===== src/rtl/ascon_pack.sv =====
// Shared Ascon types and constants for the permutation datapath.
package ascon_pack;

  typedef logic [4:0][63:0] type_state;

  localparam int NB_COLS = 64;

  typedef enum logic {IDLE, BUSY} type_subst_fsm;

  // Column-counter width: max(1, clog2(NB_COLS / p)).
  function automatic int subst_cnt_width(int p);
    int n;
    if (p <= 0) return 1;
    n = NB_COLS / p;
    return (n <= 1) ? 1 : $clog2(n);
  endfunction

endpackage


===== src/rtl/ascon_sbox.sv =====
// Ascon 5-bit S-box, bitsliced form; input bit 4 is row 0.
module ascon_sbox (
  input  logic [4:0] x_i,
  output logic [4:0] y_o
);

  logic a0, a1, a2, a3, a4;
  logic b0, b1, b2, b3, b4;

  always_comb begin
    a0 = x_i[4] ^ x_i[0];
    a1 = x_i[3];
    a2 = x_i[2] ^ x_i[3];
    a3 = x_i[1];
    a4 = x_i[0] ^ x_i[1];
    b0 = a0 ^ (~a1 & a2);
    b1 = a1 ^ (~a2 & a3);
    b2 = a2 ^ (~a3 & a4);
    b3 = a3 ^ (~a4 & a0);
    b4 = a4 ^ (~a0 & a1);
    y_o = {b0 ^ b4, b1 ^ b0, ~b2, b3 ^ b2, b4};
  end

endmodule


===== src/rtl/substitution_layer_folded.sv =====
// Folded Ascon substitution layer: SBOX_PER_CYCLE columns per cycle, done_o after 64/SBOX_PER_CYCLE cycles.
// Optional SUBST_CLEAR_EN adds clear_i, a synchronous abort that wins over start_i.
module substitution_layer_folded
  import ascon_pack::*;
#(
  parameter int SBOX_PER_CYCLE = 16
) (
  input  logic      clock_i,
  input  logic      resetb_i,
`ifdef SUBST_CLEAR_EN
  input  logic      clear_i,
`endif
  input  logic      start_i,
  input  type_state state_i,
  output type_state state_o,
  output logic      busy_o,
  output logic      done_o
);

  localparam int NCYC = NB_COLS / SBOX_PER_CYCLE;
  localparam int CW   = subst_cnt_width(SBOX_PER_CYCLE);

  if (SBOX_PER_CYCLE != 1 && SBOX_PER_CYCLE != 2 && SBOX_PER_CYCLE != 4 &&
      SBOX_PER_CYCLE != 8 && SBOX_PER_CYCLE != 16 && SBOX_PER_CYCLE != 32 &&
      SBOX_PER_CYCLE != 64) begin : g_bad_param
    $error("SBOX_PER_CYCLE must be one of 1, 2, 4, 8, 16, 32, 64");
  end

  type_subst_fsm  fsm_q, fsm_d;
  logic [CW-1:0]  cnt_q, cnt_d;
  type_state      state_q, state_d, state_wb;
  logic           done_q, done_d;
  logic [5:0]     base;
  logic [4:0]     sbox_in  [SBOX_PER_CYCLE];
  logic [4:0]     sbox_out [SBOX_PER_CYCLE];

  always_comb base = 6'(int'(cnt_q) * SBOX_PER_CYCLE);

  for (genvar g = 0; g < SBOX_PER_CYCLE; g++) begin : g_sbox
    always_comb sbox_in[g] = {state_q[0][base + 6'(g)], state_q[1][base + 6'(g)],
                              state_q[2][base + 6'(g)], state_q[3][base + 6'(g)],
                              state_q[4][base + 6'(g)]};
    ascon_sbox u_sbox (
      .x_i (sbox_in[g]),
      .y_o (sbox_out[g])
    );
  end

  // Only the selected slice of columns is rewritten; the rest pass through.
  always_comb begin
    state_wb = state_q;
    for (int j = 0; j < SBOX_PER_CYCLE; j++) begin
      for (int r = 0; r < 5; r++) begin
        state_wb[r][base + 6'(j)] = sbox_out[j][4 - r];
      end
    end
  end

  always_comb begin
    fsm_d   = fsm_q;
    cnt_d   = cnt_q;
    state_d = state_q;
    done_d  = 1'b0;
`ifdef SUBST_CLEAR_EN
    if (clear_i) begin
      fsm_d   = IDLE;
      cnt_d   = '0;
      state_d = '0;
    end else
`endif
    begin
      case (fsm_q)
        IDLE: begin
          if (start_i) begin
            state_d = state_i;
            cnt_d   = '0;
            fsm_d   = BUSY;
          end
        end
        BUSY: begin
          state_d = state_wb;
          if (cnt_q == CW'(NCYC - 1)) begin
            cnt_d  = '0;
            fsm_d  = IDLE;
            done_d = 1'b1;
          end else begin
            cnt_d = cnt_q + CW'(1);
          end
        end
        default: fsm_d = IDLE;
      endcase
    end
  end

  always_ff @(posedge clock_i or negedge resetb_i) begin
    if (!resetb_i) begin
      fsm_q   <= IDLE;
      cnt_q   <= '0;
      state_q <= '0;
      done_q  <= 1'b0;
    end else begin
      fsm_q   <= fsm_d;
      cnt_q   <= cnt_d;
      state_q <= state_d;
      done_q  <= done_d;
    end
  end

  assign state_o = state_q;
  assign busy_o  = (fsm_q == BUSY);
  assign done_o  = done_q;

endmodule


===== config.mk =====
export PLATFORM = sky130hd
export DESIGN_NAME = substitution_layer_folded
export DESIGN_NICKNAME = d
export VERILOG_FILES = /design/src/rtl/ascon_pack.sv /design/src/rtl/ascon_sbox.sv /design/src/rtl/substitution_layer_folded.sv
export SDC_FILE = /design/constraint.sdc
export NUM_CORES = 1
export LEC_CHECK = 0
export BUFFER_PORTS_ARGS = -buffer_cell sky130_fd_sc_hd__buf_2
export CAP_MARGIN = 20
export CORE_AREA = 2 2 247 249
export DETAILED_ROUTE_END_ITERATION = 8
export DIE_AREA = 0 0 249 251
export PLACE_DENSITY = 0.6
export SYNTH_ARGS = -nofsm -noshare
export SYNTH_HDL_FRONTEND = slang
export SYNTH_SLANG_ARGS = --single-unit

===== constraint.sdc =====
create_clock -name clock_i -period 3.9 [get_ports clock_i]
set_clock_uncertainty 0.15 [all_clocks]
set_input_delay 0.39 -clock clock_i [delete_from_list [all_inputs] [get_ports clock_i]]
set_output_delay 0.39 -clock clock_i [all_outputs]
set_load 0.02 [all_outputs]

Yosys cells after proc, flatten, opt, wreduce, memory -nomap -nowiden
Index checks and enable logic that the tools add are counted.
- bits in registers: 324
- input port bits: 323
- output and inout port bits: 322
- word-level logic and storage cells: 709
- add/sub/neg operators: 16
- $lt $le $gt $ge: 32
- equal/unequal tests: 2
- mux-type cells: 282
- bitwise logic cells: 353
- reduce and logical (&&, ||, !) cells: 16
- operators by type and width (kind ; number):
    64-bit bitwise mux ; 80
    320-bit one-hot mux with 2 select lines ; 1
    1-bit binary-select mux with 6-bit select ; 75
    320-bit 2-to-1 mux ; 1
    1-bit XOR ; 176
    6-bit by 7-bit less-than comparator with 1-bit output (second input constant) ; 16
    1-bit 2-to-1 mux ; 100
    1-bit NOT ; 97
    6-bit by 1-bit greater-or-equal comparator with 1-bit output (second input constant) ; 16
    1-bit demux with 6-bit select ; 15
    1-bit AND ; 80
    6-bit by 4-bit adder with 6-bit output (second input constant) ; 8
    6-bit by 3-bit adder with 6-bit output (second input constant) ; 4
    1-bit logical AND ; 16
    6-bit by 2-bit adder with 6-bit output (second input constant) ; 2
    1-bit binary-select mux with 2-bit select ; 5
    6-bit by 1-bit adder with 6-bit output (second input constant) ; 1
    2-bit 2-to-1 mux ; 2
    2-bit one-hot mux with 2 select lines ; 1
    2-bit by 1-bit adder with 2-bit output (second input constant) ; 1
    1-bit demux with 2-bit select ; 1
    2-bit == test (second input constant) ; 1
    2-bit inequality test (second input constant) ; 1
    1-bit one-hot mux with 2 select lines ; 1

Logic depth before layout (Yosys ltp)
- word-level depth: 24
- depth in mapped cells: 11
- mapped depth without buffers: 7

Modules after synthesis
From an unflattened synthesis, not the netlist that was laid out.
- cell total of the unflattened synthesis: 2171
- area total of the unflattened synthesis: 19638.8 um^2
- modules (own cells, without submodules) (module ; times used ; cells an instance ; area an instance (um^2) ; seq. area each (um^2)):
    substitution_layer_folded ; 1 ; 1867 ; 17396.7 ; 8107.8
    ascon_sbox ; 16 ; 19 ; 140.1 ; 0.0

Worst setup path before layout
No wires, ideal clock.
- kind: register to register
- from: register cnt_q[0]
- to: register state_q (netlist bit state_o[214])
- setup time: 0.137 ns
- arrival time: 2.949 ns
- data required time: 3.613 ns
- path slack: 0.664 ns
- cell stages (with the launch flop): 12
- buffers on the path: 5
- period minus slack after synthesis: 3.236 ns
- cell sequence: dfrtp_1 -> buf_6 -> buf_8 -> buf_6 -> buf_4 -> buf_2 -> mux4_2 -> ha_1 -> xor2_1 -> xor2_1 -> xnor2_1 -> a21oi_1
- longest elaborated chain between the ends: 24
- elaborated cells between the ends (all ways): 427
- those cells by class: add/sub (15); order compare (30); mux (207); bitwise (160); reduce/logical (15)
- ends and longest elaborated chain (item ; RTL line ; RTL):
    start, declared ; substitution_layer_folded.sv:30 ; logic [CW-1:0] cnt_q, cnt_d;
    start signal, assigned ; substitution_layer_folded.sv:103 ; cnt_q <= cnt_d;
    6-bit by 1-bit adder with 6-bit output, or another cell as far along ; -- ;
    1-bit binary-select mux with 6-bit select, or another cell as far along ; substitution_layer_folded.sv:42 ; state_q[4][base + 6'(g)]};
    1-bit 2-to-1 mux (implied by the code), or another cell as far along ; substitution_layer_folded.sv:42 ;
    1-bit XOR or 1-bit NOT (tied branches) ; ascon_sbox.sv:15, ascon_sbox.sv:19 ;
    1-bit NOT or 1-bit AND (tied branches) ; ascon_sbox.sv:19 ; b3 = a3 ^ (~a4 & a0);
    1-bit AND or 1-bit XOR (tied branches) ; ascon_sbox.sv:19 ;
    1-bit XOR, on equally long branches ; ascon_sbox.sv:19, ascon_sbox.sv:21 ;
    1-bit XOR or 64-bit bitwise mux (tied branches) ; ascon_sbox.sv:21, substitution_layer_folded.sv:54 ;
    64-bit bitwise mux (14 in a row) ; substitution_layer_folded.sv:54 ; state_wb[r][base + 6'(j)] = sbox_out[j][4 - r];
    64-bit bitwise mux * ; substitution_layer_folded.sv:54 ;
    320-bit one-hot mux with 2 select lines * ; substitution_layer_folded.sv:72 ; case (fsm_q)
    end signal, assigned ; substitution_layer_folded.sv:104 ; state_q <= state_d;
    end, declared ; substitution_layer_folded.sv:31 ; type_state state_q, state_d, state_wb;
Every way passes the cells marked *; elsewhere a longest branch is shown, timed or not. The select of a mux whose other input is x is not followed.
A chain may end at the register's enable or synchronous reset.

Worst setup path after layout
- from: register cnt_q[1]
- to: register state_q (netlist bit state_o[219])
Same word-level chain as after synthesis.

==> results.sh <==
export IMPL_final_layout_size_suffix_gt1_share_pct=33.08
export IMPL_cts_tree="done"
export IMPL_area_delta_synth_final_pct=41.24
export IMPL_synthXorXnorAreaFrac_pct=8.694
export IMPL_viasPerCell=5.545
export IMPL_hpwl_um=74070
export IMPL_layout_common_cells="643 x buf_2, 322 x dfrtp_1, 318 x nand2_1, 263 x a21oi_1, 169 x dlygate4sd3_1"
export IMPL_relSlewSlack_pct=22.49
export IMPL_worst_r2r_path_depth=8
export IMPL_syn_area_per_cell_um2=9.882
export IMPL_ys_seq_area_share_pct=45.51
export IMPL_die_area_um2=62500
export IMPL_synth_distinct_cells=37
export IMPL_hold_path_class="input port to register"
export IMPL_setup_tns_ns=0
export IMPL_clk_latency_ns=0.56
export IMPL_fill_cells=5834
export IMPL_reg2reg_from="cnt_q[1]"
export IMPL_drt_total_wl_um=98540
export IMPL_grt_start_max_net_pins=119
export IMPL_finalSetupViolations=0
export IMPL_worstReg2RegEnd="state_o[219]"
export IMPL_grt_overflow=0
export IMPL_cts_num_sinks=324
export IMPL_nNetsFinal=2953
export IMPL_yosys_area_share_simple_pct=12.56
export IMPL_synth_compound_area_share_pct=15.65
export IMPL_crit_type="register to register"
export IMPL_endpoint_kind="register"
export IMPL_grt_pass1_wl_um=139400
export IMPL_arrival_ns=3.80
export IMPL_wl_per_cell_um=28.93
export IMPL_ant_nets=0
export IMPL_finalCriticalPeriod_ns=3.544
export IMPL_critPathLaunch="cnt_q[1]"
export IMPL_ys_async_sr_fraction_pct=100.0
export IMPL_gp_congestion=0.9423
export IMPL_remaining_drc_errors=0
export IMPL_synthTopCellsByArea="dfrtp_1 46%, mux4_2 7.6%, a21oi_1 7.4%"
export IMPL_ios=645
export IMPL_synthesis_instances=1803
export IMPL_synthMuxAreaShare_pct=10.87
export IMPL_grt_use_total_pct=30.72
export IMPL_crit_fanout=25
export IMPL_netlist_top_cell_by_area="dfrtp_1"
export IMPL_clockRootBuffer="clkbuf_16"
export IMPL_r2r_setup_slack_ns=0.36
export IMPL_antenna_found_initial=9
export IMPL_fp_row_count=90
export IMPL_worstMarginPinSlew_ns=1.163
export IMPL_synth_top_family_by_area="compound AO/OA/AOI/OAI gates"
export IMPL_syn_num_nets=2162
export IMPL_synth_seq_cells=324
export IMPL_startpoint_type="register"
export IMPL_outcome="finished, final reports clean"
export IMPL_rsz0062_at_grt="no"
export IMPL_period_share_pct=90.88
export IMPL_min_from="state_i[57]"
export IMPL_dr_pass1_iters=5
export IMPL_ys_warn_count=0
export IMPL_synth_area_um2=17820
export IMPL_htreeDepth=2
export IMPL_die_w_um=249
export IMPL_layout_commonest_cell="buf_2"
export IMPL_final_hold_viol_count=0
export IMPL_core_area_um2=59790
export IMPL_synth_flop_cell="dfrtp_1"
export IMPL_hold_depth=3
export IMPL_numCtsBuffers=39
export IMPL_synthAdderAreaFrac_pct=2.718
export IMPL_maxSlewViolCount=0
export IMPL_yosysTopAreaCellShare_pct=45.51
export IMPL_clk_pin_slew_ns=0.06
export IMPL_timing_max_cap_violations=0
export IMPL_grt_pass1_vias=19010
export IMPL_vias=18890
export IMPL_initial_core_util_pct=29.80
export IMPL_drt_iter0_markers=1677
export IMPL_portBuffers=644
export IMPL_fmax_ghz=0.2821
export IMPL_required_ns=4.15
export IMPL_fp_dieH_um=251
export IMPL_synth_edff_count=0
export IMPL_hold_path_end="state_o[57]"
export IMPL_cts_buffer_depth=3
## what timing repair did
action,in CTS,in global routing
endpoints found under the setup margin,0,4
setup buffers,0,0
hold endpoints to repair,277,0
gates resized for setup,0,1
hold buffers,169,0
## stage by stage
step           cells  instance area (um^2)  utilization, %  hold WS, ns  worst slack, ns
4_1_cts         3400                 25140           42.05    0.0003902          0.04828
3_3_place_gp    3166                 22160           37.06       0.3563           0.1576
3_5_place_dp    3166                 22160           37.06       0.3523          0.06779
6_report        3406                 25170           42.09      0.02586           0.3558
2_1_floorplan   1803                 17820               -     -0.05559           0.6635
5_1_grt         3404                 25160           42.08      0.01795           0.2162
## worst max-delay path, cell delays in order (launching register included)
cell     delay (ns)
dfrtp_4        0.74
buf_4          0.33
buf_4          0.27
mux4_2         0.45
inv_1          0.10
ha_1           0.19
xnor2_1        0.18
xnor2_1        0.78
a21oi_1        0.16
## cells by family (layout without fill, tap and decap cells)
family,Yosys count,count (layout)
flip-flops,324,324
multiplexers,98,98
XOR/XNOR,164,164
buffers and inverters,165,980
adder cells (fa/ha/maj),39,39
AO/OA/AOI/OAI,498,498
AND/OR/NAND/NOR,515,515
other,0,6
## synth_stat cells (2+ instances only)
library cell and instances:
buf_12 2, nor2_1 71, clkbuf_1 114, a22oi_1 21, o21ai_0 17, nand2_1 322, maj3_2 3, o22ai_1 165
xnor2_1 69, and2_1 3, nand2b_1 9, buf_8 2, ha_1 36, xnor2_2 2, a31oi_1 28, mux4_1 12
a21oi_1 263, buf_1 4, and3_1 106, inv_1 28, buf_6 3, xnor3_1 6, xor2_1 86, or2_2 2
mux4_2 60, mux2_2 8, buf_2 9, dfrtp_1 324, o21ai_1 3, mux2i_1 18
## worst max path at each step
stage	endpoint	slack, ns	cells past startpoint
floorplan	state_o[214]	0.66	11
detailed placement	state_o[230]	0.07	8
global route	state_o[246]	0.22	9
global placement	state_o[214]	0.16	8
finish	state_o[219]	0.36	8
CTS	state_o[230]	0.05	8
## routing by layer
| layer | share of wire [%] | routed length [um] | up-vias | global-route usage [%] |
|---|---|---|---|---|
| met1 | 41 | 40260 | 9397 | 40.96 |
| met2 | 47 | 46220 | 1223 | 50.00 |
| met3 | 8.5 | 8377 | 200 | 5.736 |
| met5 | 0.010 | 10 | - | 0 |
| met4 | 3.7 | 3677 | 2 | 11.00 |
| li1 | - | - | 8064 | - |
## state kept, by name (all words and copies together), names as in the netlist
| register | count |
|---|---|
| cnt_q | 2 |
| done_o | 1 |
| busy_o | 1 |
| state_o | 320 |
## final cells by class
type	count	area (um^2)	share of cell area (%)
multi-input combinational	1314	9060	36.00
tap	782	978.4	3.888
clock buffer	52	1117	4.440
antenna	6	15.01	0.05966
timing repair buffer	885	5590	22.21
inverter	30	113.9	0.4524
sequential	324	8115	32.25
clock inverter	13	175.2	0.6961
Power is left out: the tool's default activity adds up to more than one toggle a clock period on the data nets, which glitch-free logic cannot reach.
